--- config.mk ---
export PLATFORM = sky130hd
export DESIGN_NAME = mem_port_arbiter
export DESIGN_NICKNAME = d
export VERILOG_FILES = /design/src/rtl/mem_port_arbiter.sv
export SDC_FILE = /design/constraint.sdc
export NUM_CORES = 1
export LEC_CHECK = 0
export CORE_ASPECT_RATIO = 0.6
export CORE_MARGIN = 1.5
export CORE_UTILIZATION = 50
export CTS_CLUSTER_SIZE = 24
export DETAILED_ROUTE_END_ITERATION = 10
export DONT_BUFFER_PORTS = 1
export GPL_TIMING_DRIVEN = 0
export PLACE_DENSITY = 0.73
export SLEW_MARGIN = 25
export SYNTH_ARGS = -nofsm -noshare
export SYNTH_HDL_FRONTEND = slang
export SYNTH_SLANG_ARGS = --single-unit
--- constraint.sdc ---
create_clock -name clk_i -period 5.1 [get_ports clk_i]
set_input_delay 0.765 -clock clk_i [delete_from_list [all_inputs] [get_ports clk_i]]
set_output_delay 0.765 -clock clk_i [all_outputs]
set_load 0.01 [all_outputs]
--- src/rtl/mem_port_arbiter.sv ---
// Arbitrates one single-ported memory between instruction fetch and data access.
// Define ARB_PERF_CNT_EN to add per-port wait-cycle counters.
module mem_port_arbiter #(
  parameter int AW           = 32,
  parameter int DW           = 32,
  parameter int STARVE_LIMIT = 3,
  parameter int TIMEOUT      = 16
) (
  input  logic          clk_i,
  input  logic          rst_n,
  input  logic          if_req_i,
  input  logic [AW-1:0] if_addr_i,
  output logic [DW-1:0] if_rdata_o,
  output logic          if_ack_o,
  input  logic          dm_req_i,
  input  logic          dm_we_i,
  input  logic [AW-1:0] dm_addr_i,
  input  logic [DW-1:0] dm_wdata_i,
  output logic [DW-1:0] dm_rdata_o,
  output logic          dm_ack_o,
  output logic          mem_req_o,
  output logic          mem_we_o,
  output logic [AW-1:0] mem_addr_o,
  output logic [DW-1:0] mem_wdata_o,
  input  logic [DW-1:0] mem_rdata_i,
  input  logic          mem_ack_i,
  output logic          stall_o,
`ifdef ARB_PERF_CNT_EN
  output logic [31:0]   perf_if_wait_o,
  output logic [31:0]   perf_dm_wait_o,
`endif
  output logic          err_o
);

  typedef enum logic [1:0] {IDLE, GNT_IF, GNT_DM, RESP} state_e;

  localparam logic [3:0] STARVE_MAX = 4'(STARVE_LIMIT);
  localparam logic [7:0] TIMER_LAST = 8'(TIMEOUT - 1);

  state_e        state_q, state_d;
  logic          sel_dm_q, sel_dm_d;
  logic [3:0]    starve_q, starve_d;
  logic [7:0]    timer_q, timer_d;
  logic          mem_we_q, mem_we_d;
  logic [AW-1:0] mem_addr_q, mem_addr_d;
  logic [DW-1:0] mem_wdata_q, mem_wdata_d;
  logic [DW-1:0] if_rdata_q, if_rdata_d;
  logic [DW-1:0] dm_rdata_q, dm_rdata_d;
  logic          err_q, err_d;
  logic          grant_dm;

  always_comb begin
    state_d     = state_q;
    sel_dm_d    = sel_dm_q;
    starve_d    = starve_q;
    timer_d     = timer_q;
    mem_we_d    = mem_we_q;
    mem_addr_d  = mem_addr_q;
    mem_wdata_d = mem_wdata_q;
    if_rdata_d  = if_rdata_q;
    dm_rdata_d  = dm_rdata_q;
    err_d       = err_q;
    grant_dm    = 1'b0;
    case (state_q)
      IDLE: begin
        if (if_req_i || dm_req_i) begin
          // Data wins ties until fetch has lost STARVE_LIMIT times in a row.
          grant_dm    = dm_req_i && !(if_req_i && (starve_q == STARVE_MAX));
          sel_dm_d    = grant_dm;
          state_d     = grant_dm ? GNT_DM : GNT_IF;
          mem_we_d    = grant_dm && dm_we_i;
          mem_addr_d  = grant_dm ? dm_addr_i : if_addr_i;
          mem_wdata_d = grant_dm ? dm_wdata_i : '0;
          timer_d     = '0;
          if (!grant_dm)
            starve_d = '0;
          else if (if_req_i && (starve_q != STARVE_MAX))
            starve_d = starve_q + 4'd1;
        end
      end
      GNT_IF, GNT_DM: begin
        if (mem_ack_i) begin
          if (!sel_dm_q)     if_rdata_d = mem_rdata_i;
          else if (!mem_we_q) dm_rdata_d = mem_rdata_i;
          state_d = RESP;
        end else if (timer_q == TIMER_LAST) begin
          // Abort: still complete the handshake so the pipeline can move on.
          err_d = 1'b1;
          if (sel_dm_q) dm_rdata_d = '0;
          else          if_rdata_d = '0;
          state_d = RESP;
        end else begin
          timer_d = timer_q + 8'd1;
        end
      end
      RESP:    state_d = IDLE;
      default: state_d = IDLE;
    endcase
  end

  always_ff @(posedge clk_i or negedge rst_n) begin
    if (!rst_n) begin
      state_q     <= IDLE;
      sel_dm_q    <= 1'b0;
      starve_q    <= '0;
      timer_q     <= '0;
      mem_we_q    <= 1'b0;
      mem_addr_q  <= '0;
      mem_wdata_q <= '0;
      if_rdata_q  <= '0;
      dm_rdata_q  <= '0;
      err_q       <= 1'b0;
    end else begin
      state_q     <= state_d;
      sel_dm_q    <= sel_dm_d;
      starve_q    <= starve_d;
      timer_q     <= timer_d;
      mem_we_q    <= mem_we_d;
      mem_addr_q  <= mem_addr_d;
      mem_wdata_q <= mem_wdata_d;
      if_rdata_q  <= if_rdata_d;
      dm_rdata_q  <= dm_rdata_d;
      err_q       <= err_d;
    end
  end

  assign mem_req_o   = (state_q == GNT_IF) || (state_q == GNT_DM);
  assign mem_we_o    = mem_we_q;
  assign mem_addr_o  = mem_addr_q;
  assign mem_wdata_o = mem_wdata_q;
  assign if_rdata_o  = if_rdata_q;
  assign dm_rdata_o  = dm_rdata_q;
  assign if_ack_o    = (state_q == RESP) && !sel_dm_q;
  assign dm_ack_o    = (state_q == RESP) && sel_dm_q;
  assign err_o       = err_q;
  assign stall_o     = ((if_req_i | dm_req_i) & ~(if_ack_o | dm_ack_o)) | mem_req_o;

`ifdef ARB_PERF_CNT_EN
  logic [31:0] perf_if_q, perf_if_d;
  logic [31:0] perf_dm_q, perf_dm_d;

  always_comb begin
    perf_if_d = perf_if_q;
    perf_dm_d = perf_dm_q;
    if (if_req_i && !if_ack_o && (perf_if_q != 32'hFFFF_FFFF)) perf_if_d = perf_if_q + 32'd1;
    if (dm_req_i && !dm_ack_o && (perf_dm_q != 32'hFFFF_FFFF)) perf_dm_d = perf_dm_q + 32'd1;
  end

  always_ff @(posedge clk_i or negedge rst_n) begin
    if (!rst_n) begin
      perf_if_q <= '0;
      perf_dm_q <= '0;
    end else begin
      perf_if_q <= perf_if_d;
      perf_dm_q <= perf_dm_d;
    end
  end

  assign perf_if_wait_o = perf_if_q;
  assign perf_dm_wait_o = perf_dm_q;
`endif

endmodule

# After elaboration in Yosys (flattened, before gate mapping)
# Index checks and enable logic that the tools add are counted.
[classes]
add_sub_neg = 2
multipliers = 0
n_div = 0
n_lt_le_gt_ge = 0
eq_ne = 12
shifts = 0
mux = 22
bitwise_logic = 7
reduce_logical = 21
[op_table]
columns = ["operator", "n"]
rows = [
  ["$mux 32", 11],
  ["$mux 8", 3],
  ["$pmux 8 s2", 1],
  ["$reduce_and 3->1", 3],
  ["$add 8x1->8 const B", 1],
  ["$eq 8x4->1 const B", 1],
  ["$mux 2", 4],
  ["$mux 4", 2],
  ["$ne 2x2->1 const B", 4],
  ["$reduce_and 4->1", 2],
  ["$logic_and 1x1->1", 6],
  ["$pmux 2 s3", 1],
  ["$add 4x1->4 const B", 1],
  ["$eq 2x2->1 const B", 2],
  ["$eq 4x2->1 const B", 1],
  ["$ne 4x2->1 const B", 1],
  ["$reduce_and 2->1", 2],
  ["$reduce_bool 2->1", 2],
  ["$ne 3x3->1 const B", 1],
  ["$not 1->1", 3],
  ["$or 1x1->1", 3],
  ["$eq 2x1->1 const B", 1],
  ["$logic_not 1->1", 2],
  ["$logic_not 2->1", 1],
  ["4 further kinds", 5],
]
[word_totals]
regBits = 145
latch_bits = 0
ramBits = 0
romBits = 0
n_memories = 0

# Depth between registers and ports, before layout
# Gate-level depths: netlist of the first run.
[depth]
word_depth = 7
mapped_depth = 8

# Worst setup path after synthesis of the first run
# No wires, ideal clock.
[synth_path]
path_type = "reg-to-reg"
from = "register timer_q[4]"
to = "register if_rdata_q[10], in the netlist if_rdata_o[10]"
setup_time_ps = 125
t_arrival_ps = 1971
required_time_ps = 4975
path_slack_ps = 3003
stages_incl_launch_ff = 8
path_buffers = 3
path_cell_list = "dfrtp_1 -> buf_6 -> or4_4 -> buf_6 -> o21a_4 -> nor2_8 -> buf_12 -> mux2_4"
[synth_via]
elab_chain_cells = 3
[synth_rtl]
columns = ["element", "line", "source"]
rows = [
  ["start: declaration", "43", "logic [7:0] timer_q, timer_d;"],
  ["start signal: assignment", "117", "timer_q <= timer_d;"],
  ["$eq 8x4->1", "86", "end else if (timer_q == TIMER_LAST) begin"],
  ["$reduce_bool 2->1 (no line)", "n/a", ""],
  ["$reduce_and 3->1 (no line)", "n/a", ""],
  ["end signal: assignment", "121", "if_rdata_q <= if_rdata_d;"],
  ["end: declaration", "47", "logic [DW-1:0] if_rdata_q, if_rdata_d;"],
]
# No other way between the ends.
# A chain may end at the register's enable or synchronous reset.

# Worst setup path in the final report of the first run
[layout_path]
from = "register state_q[0]"
to = "output stall_o"
[layout_rtl]
columns = ["element", "line", "source"]
rows = [
  ["start: declaration", "40", "state_e state_q, state_d;"],
  ["start signal: assignment", "114", "state_q <= state_d;"],
  ["$eq 2x1->1 / $eq 2x2->1 (equally long branches)", "127", "assign mem_req_o = (state_q == GNT_IF) || (state_q == GNT_DM);"],
  ["$logic_or 1x1->1 (*)", "127", ""],
  ["net mem_req_o", "21", "output logic mem_req_o,"],
  ["$or 1x1->1 (*)", "136", "assign stall_o = ((if_req_i | dm_req_i) & ~(if_ack_o | dm_ack_o)) | mem_req_o;"],
  ["end: declaration", "27", "output logic stall_o,"],
]
# Mark *: on every way through the listed nets, which the timed path passes. The rest lies on a longest branch.

==> results of run 1 <==
## placed cells by master, fill, tap and decap left out, drive strengths merged
cell type / Yosys / final
nor4bb: 2 / 2
mux2i: 33 / 33
nor2: 9 / 9
o2111ai: 1 / 1
mux2: 33 / 33
ha: 4 / 4
a21oi: 3 / 3
nand3: 12 / 12
or3: 2 / 2
buf: 14 / 14
clkbuf: 23 / 40
a22o: 38 / 38
o41ai: 1 / 1
and4: 1 / 1
o21ai: 71 / 71
inv: 6 / 13
or4: 4 / 4
o211ai: 2 / 2
nand4: 2 / 2
clkinv: 0 / 3
o31ai: 2 / 2
nor3: 2 / 2
clkinvlp: 0 / 3
o311ai: 1 / 1
nand2b: 5 / 5
or3b: 2 / 2
nor2b: 2 / 2
a21o: 1 / 1
nand2: 103 / 103
dfrtp: 145 / 145
and2: 33 / 33
a32oi: 1 / 1
or2: 2 / 2
bufinv: 0 / 2
o21a: 2 / 2
## kinds of logic (layout without fill, tap and decap cells)
kind of cell | Yosys count | count (layout) | share of synthesized area [%]
buffers and inverters | 43 | 75 | 3.98
and+or+nand+nor | 181 | 181 | 14.1
adders and majority gates | 4 | 4 | 0.773
DFF | 145 | 145 | 56.0
AOI/OAI and AO/OA | 123 | 123 | 12.5
muxes | 66 | 66 | 12.6
## metal layers
layer / track usage [%] / routed length [um] / up-vias
li1: - / - / 2001
met1: 32.9 / 7000 / 2307
met2: 37.3 / 7770 / 167
met3: 6.33 / 1140 / 24
met4: 8.17 / 272 / 0
met5: 0 / 0 / -
## metrics by stage
stage | hold slack, ns | worst slack, ns | utilization, % | power, mW | cell area, um2
global placement | 0.472 | 2.57 | 54.2 | 3.71 | 6680
floorplan | 0.469 | 3.00 | - | 3.35 | 6480
global route | 0.0205 | 2.38 | 59.1 | 5.36 | 7290
CTS | 0.0361 | 2.55 | 59.0 | 5.07 | 7280
detailed placement | 0.471 | 2.58 | 54.2 | 3.80 | 6680
finish | 0.0481 | 2.56 | 59.1 | 5.05 | 7290
## registers in the layout, indices dropped and copies added, names as in the netlist
| name | count |
|---|---|
| dm_rdata_o | 32 |
| sel_dm_q | 1 |
| starve_q | 4 |
| mem_wdata_o | 32 |
| if_rdata_o | 32 |
| mem_addr_o | 32 |
| state_q | 2 |
| timer_q | 8 |
| mem_we_o | 1 |
| err_o | 1 |
## critical path: stages (launching register included)
cell	delay [ns]
dfrtp_1	0.37
inv_1	0.05
ha_1	0.36
buf_4	0.20
inv_1	0.14
o21ai_0	0.24
## worst paths after layout
check,start,end,slack (ns),cells past startpoint
worst max-delay path,state_q[0]$_DFFE_PN0P_,stall_o,2.56,5
worst min-delay path,rst_n,dm_rdata_o[25]$_DFFE_PN0P_,0.05,0
worst max register to register,state_q[0]$_DFFE_PN0P_,mem_addr_o[31]$_DFFE_PN0P_,2.67,8
worst min register to register,timer_q[1]$_DFFE_PN0P_,timer_q[1]$_DFFE_PN0P_,0.54,2
max in group asynchronous,rst_n,if_rdata_o[18]$_DFFE_PN0P_,4.80,0
min in group clk_i,dm_wdata_i[24],mem_wdata_o[24]$_DFFE_PN0P_,0.49,2
## power by group through the flow
stage | registers (mW) | logic (mW) | clock network, mW
floorplan | 2.17 | 1.18 | 0
global placement | 2.32 | 1.39 | 0
detailed placement | 2.34 | 1.46 | 0
CTS | 2.33 | 1.47 | 1.28
global route | 2.38 | 1.64 | 1.34
finish | 2.32 | 1.47 | 1.26
## layout make-up
| class | instances | area (um2) |
|---|---|---|
| well taps | 165 | 206 |
| multi-input cells | 374 | 2600 |
| clock inverters | 15 | 174 |
| clock buffers | 17 | 425 |
| inverters | 6 | 22.5 |
| plain buffers | 37 | 235 |
| fillers | 1005 | 5050 |
| flip-flops and latches | 145 | 3630 |
==> out/qor.csv, run 1 <==
stage,metric,value,unit
outcome,status,completed,
clock_network,cts_tree,built,
logic_synthesis,synth_cell_types,44,
clock_network,cts_setup_buffers,0,
finish,final_nets,719,
global_route,grt_pass1_vias,4553,
power,ir_drop,0.240,mV
logic_synthesis,synth_cells,562,
logic_synthesis,netlist_top_cells_area,"dfrtp_1 (56%), mux2_4 (7.0%), nand2_1 (6.0%)",
routing,drc,0,
floorplanning,start_util,52.5,%
place,gp_congestion,0.881,
routing,routed_wl,16.2,mm
global_route,overflow,0,
sta,max_slew.worst_pin.slew,0.685,ns
place,port_buffers,0,
routing,vias_per_cell,5.93,
flow_run,drv_cap,0,
logic_synthesis,synth.most_common_cell,dfrtp_1,
power,p_comb_share,29.0,%
hold_path,min_path_type,in -> async,
floorplanning,die_h,91.2,um
logic_synthesis,avgSynthCellArea,11.5,um2
sta,timing.final.crit_share,49.7,%
setup_path,cp-end-kind,output port,
clock_network,cts_htree_levels,4,
power,intPower,3.10,mW
global_route,grt_util_all_layers,24.1,%
sta,relSlewSlack,54.1,%
floorplanning,fp-row-count,31,
setup_path,critPathKind,reg -> out,
routing,via_count,4499,
finish,diodes,0,
setup_path,required,4.34,ns
logic_synthesis,synth_warnings,0,
power,leakage,3.40,nW
clock_network,clk_latency,0.41,ns
logic_synthesis,synth_nets,700,
routing,drtIter0Drc,267,
place,hpwl,12.0,mm
logic_synthesis,syn-cell-area,0.00648,mm2
clock_network,cts_max_path_buffers,2,
logic_synthesis,synth_top_area_cell,dfrtp_1,
routing,wl_per_cell,21.3,um
global_route,grt_max_degree,146,
sta,clock_skew,0.0130,ns
logic_synthesis,synth_edf_count,0,
global_route,grt_pass1_wl,25.5,mm
finish,syn_to_final_growth,12.5,%
setup_path,cp.arrival,1.77,ns
finish,finalNonFillerCells,759,
power,swShare,38.6,%
logic_synthesis,synth_top_area_share,56.0,%
routing,ant_nets,0,
finish,drive_above_1_share,19.7,%
clock_network,post_cts_resized,0,
logic_synthesis,ys.flop_type,dfrtp_1,
logic_synthesis,async_reset_ff_share,100,%
clock_network,numCtsBuffers,17,
floorplanning,dieArea,0.0137,mm2
setup_path,critPathLaunchType,flop,
floorplanning,io_pins,268,
clock_network,clk_pin_slew_worst_paths,0.06,ns
sta,final-setup-viol-count,0,
sta,fin_crit,2.54,ns
global_route,antenna_found_initial,0,
sta,fmax,394,MHz
floorplanning,fp.dieW,150,um
sta,tns,0,ns
power,switching_power,1.95,mW
logic_synthesis,synth_seq_area_share,56.0,%
logic_synthesis,ys_top_cells_by_count,"dfrtp_1 (145), nand2_1 (103), o21ai_0 (70)",
sta,drv_slew,0,
place,dp_cells,727,
sta,rsz0062_at_grt,no,
power,power_frac_seq,46.0,%
sta,finalHoldViolCount,0,
clock_network,postCtsHoldBufs,0,
power,powerDensity,693,mW/mm2
routing,first_pass_iters,4,
logic_synthesis,ys_seq_elements,145,
floorplanning,core-area,0.0123,mm2
setup_path,cp_max_fo,9,
clock_network,numClockSinks,145,
clock_network,root_buffer,clkbuf_16,
power,clockPowerShare,25.0,%
No activity file was read; power rests on OpenSTA's default activity.
==> run 2: changes to the inputs <==
--- a/config.mk
+++ b/config.mk
@@ -12,7 +12,7 @@
 export DETAILED_ROUTE_END_ITERATION = 10
 export DONT_BUFFER_PORTS = 1
 export GPL_TIMING_DRIVEN = 0
-export PLACE_DENSITY = 0.73
+export PLACE_DENSITY = 0.76
 export SLEW_MARGIN = 25
 export SYNTH_ARGS = -nofsm -noshare
 export SYNTH_HDL_FRONTEND = slang
==> constraint.sdc (replaced) <==
create_clock -name clk_i -period 2.05 [get_ports clk_i]
set_input_delay 0.3075 -clock clk_i [delete_from_list [all_inputs] [get_ports clk_i]]
set_output_delay 0.3075 -clock clk_i [all_outputs]
set_load 0.01 [all_outputs]
==> out/qor.csv, run 2 (synthesis results as in run 1) <==
stage,metric,value,unit
outcome,status,"complete, but fails checks",
outcome,violations,"hold timing, setup timing",
sta,clock_skew,0.0112,ns
global_route,grt_util_all_layers,24.2,%
sta,drv_slew,0,
global_route,overflow,0,
sta,timing.final.crit_share,100,%
routing,vias_per_cell,5.94,
sta,relSlewSlack,55.9,%
routing,ant_nets,0,
clock_network,numCtsBuffers,17,
floorplanning,io_pins,268,
clock_network,cts_max_path_buffers,2,
finish,multi_input_area,0.00267,mm2
sta,final-setup-viol-count,1,
place,hpwl,12.1,mm
power,power_frac_seq,43.9,%
setup_path,cp.arrival,2.34,ns
global_route,grt_max_degree,146,
finish,drive_above_1_share,24.4,%
power,leakage,3.53,nW
clock_network,numClockSinks,145,
global_route,grt_pass1_vias,4584,
finish,mostFrequentLayoutCell,dfrtp_1,
floorplanning,die_h,91.2,um
finish,syn_to_final_growth,16.7,%
floorplanning,dieArea,0.0137,mm2
hold_path,min_path_type,in -> async,
place,placed_cell_area,0.00668,mm2
routing,wl_per_cell,21.6,um
finish,stdcell_area,0.00756,mm2
finish,seq_area,0.00363,mm2
sta,holdWs,-0.420,ns
sta,finalHoldViolCount,145,
place,port_buffers,0,
clock_network,clk_pin_slew_worst_paths,0.07,ns
setup_path,critPathKind,reg -> reg,
routing,via_count,4584,
finish,final_cell_mix,"dfrtp_1 (144), nand2_1 (103), o21ai_0 (67)",
setup_path,cp_max_fo,7,
power,powerDensity,1740,mW/mm2
finish,diodes,0,
power,p_comb_share,31.6,%
power,power,13.2,mW
floorplanning,fp-row-count,31,
floorplanning,fp.dieW,150,um
power,switching_power,4.99,mW
clock_network,clk_latency,0.42,ns
sta,fmax,488,MHz
global_route,grt_pass1_wl,25.3,mm
setup_path,critPathLaunchType,flop,
routing,first_pass_iters,4,
setup_path,required,2.34,ns
flow_run,drv_cap,0,
finish,final_nets,732,
routing,drtIter0Drc,281,
power,swShare,37.8,%
sta,worst_slack,-0.0000264,ns
sta,fin_crit,2.05,ns
finish,finish.utilization,61.3,%
routing,drc,0,
power,clockPowerShare,24.5,%
floorplanning,start_util,52.5,%
floorplanning,core-area,0.0123,mm2
setup_path,cp-end-kind,flop,
clock_network,cts_tree,built,
place,gp_congestion,0.869,
power,ir_drop,0.661,mV
finish,fill_cells,962,
sta,rsz0062_at_grt,yes,
routing,routed_wl,16.7,mm
clock_network,cts_htree_levels,4,
global_route,antenna_found_initial,0,
sta,max_slew.worst_pin.slew,0.658,ns
power,intPower,8.20,mW
clock_network,root_buffer,clkbuf_16,
-- run 2: cell types whose count changed in the layout (fill, tap and decap cells not counted), sizes merged --
cell / before / now
inv: 13 / 12
buf: 14 / 28
bufinv: 2 / 3
clkbuf: 40 / 41
clkinv: 3 / 1
-- run 2: power by group through the flow --
stage                     sequential [mW]  clock (mW)  combinational (mW)
after floorplan                      5.40           0                2.94
after global placement               5.75           0                3.45
after detailed placement             5.81           0                3.67
after CTS                            5.78        3.28                4.03
after global routing                 5.91        3.41                4.59
final                                5.79        3.23                4.17
-- run 2: path summary, 6_finish.rpt --
kind / startpoint / endpoint / slack [ns] / cells after the start
hold / removal: rst_n / if_rdata_o[26]$_DFFE_PN0P_ / -0.42 / 0
hold reg to reg: starve_q[1]$_DFFE_PN0P_ / starve_q[1]$_DFFE_PN0P_ / 0.53 / 2
min in group clk_i: dm_wdata_i[18] / mem_wdata_o[18]$_DFFE_PN0P_ / 0.02 / 2
setup reg to reg: state_q[0]$_DFFE_PN0P_ / if_rdata_o[9]$_DFFE_PN0P_ / -0.00003 / 9
setup / recovery: state_q[0]$_DFFE_PN0P_ / if_rdata_o[9]$_DFFE_PN0P_ / -0.00003 / 9
max in group asynchronous: rst_n / if_rdata_o[9]$_DFFE_PN0P_ / 2.24 / 0
-- run 2: per-stage QoR --
| stage | setup slack (ns) | cells | TNS (ns) |
|---|---|---|---|
| 6_report | -0.0000264 | 772 | -0.0000264 |
| 5_1_grt | -0.0754 | 772 | -1.88 |
| 4_1_cts | -0.00198 | 771 | -0.00360 |
| 3_5_place_dp | -0.448 | 727 | -24.16 |
| 3_3_place_gp | -0.378 | 727 | -18.10 |
| 2_1_floorplan | -0.00111 | 562 | -0.0332 |
-- run 2: area by class of cell --
cell class	count	area share [%]
multi-input cells	374	35.3
clock inverters	13	2.30
repair buffers	16	2.27
well taps	165	2.73
plain buffers	34	3.23
clock buffers	19	5.86
flip-flops and latches	145	48.0
inverters	6	0.298
-- run 2: timing repair --
| action | 4_1_cts | 5_1_grt |
|---|---|---|
| gates resized for setup | 25 | 25 |
| buffers inserted | 13 | 1 |
| cloned | 2 | 1 |
| endpoints found under the hold margin | 145 | 145 |
| endpoints found under the setup margin | 127 | 123 |
| pin swaps | 4 | 4 |
-- run 2: layer usage --
layer  vias up  GRT usage, %  wire (um)
li1       2031             -          -
met1      2362          32.4       7150
met2       171          38.3       8130
met3        20          6.88       1210
met4         0          7.19        181
met5         -             0          0
-- run 2: worst max-delay path, stage by stage (launching register included) --
cell and delay [ns]:
dfrtp_1 0.37, inv_2 0.05, ha_4 0.30, buf_6 0.12
nand4_1 0.12, o21a_4 0.26, nor2_8 0.13, buf_6 0.15
buf_12 0.12, mux2_4 0.30
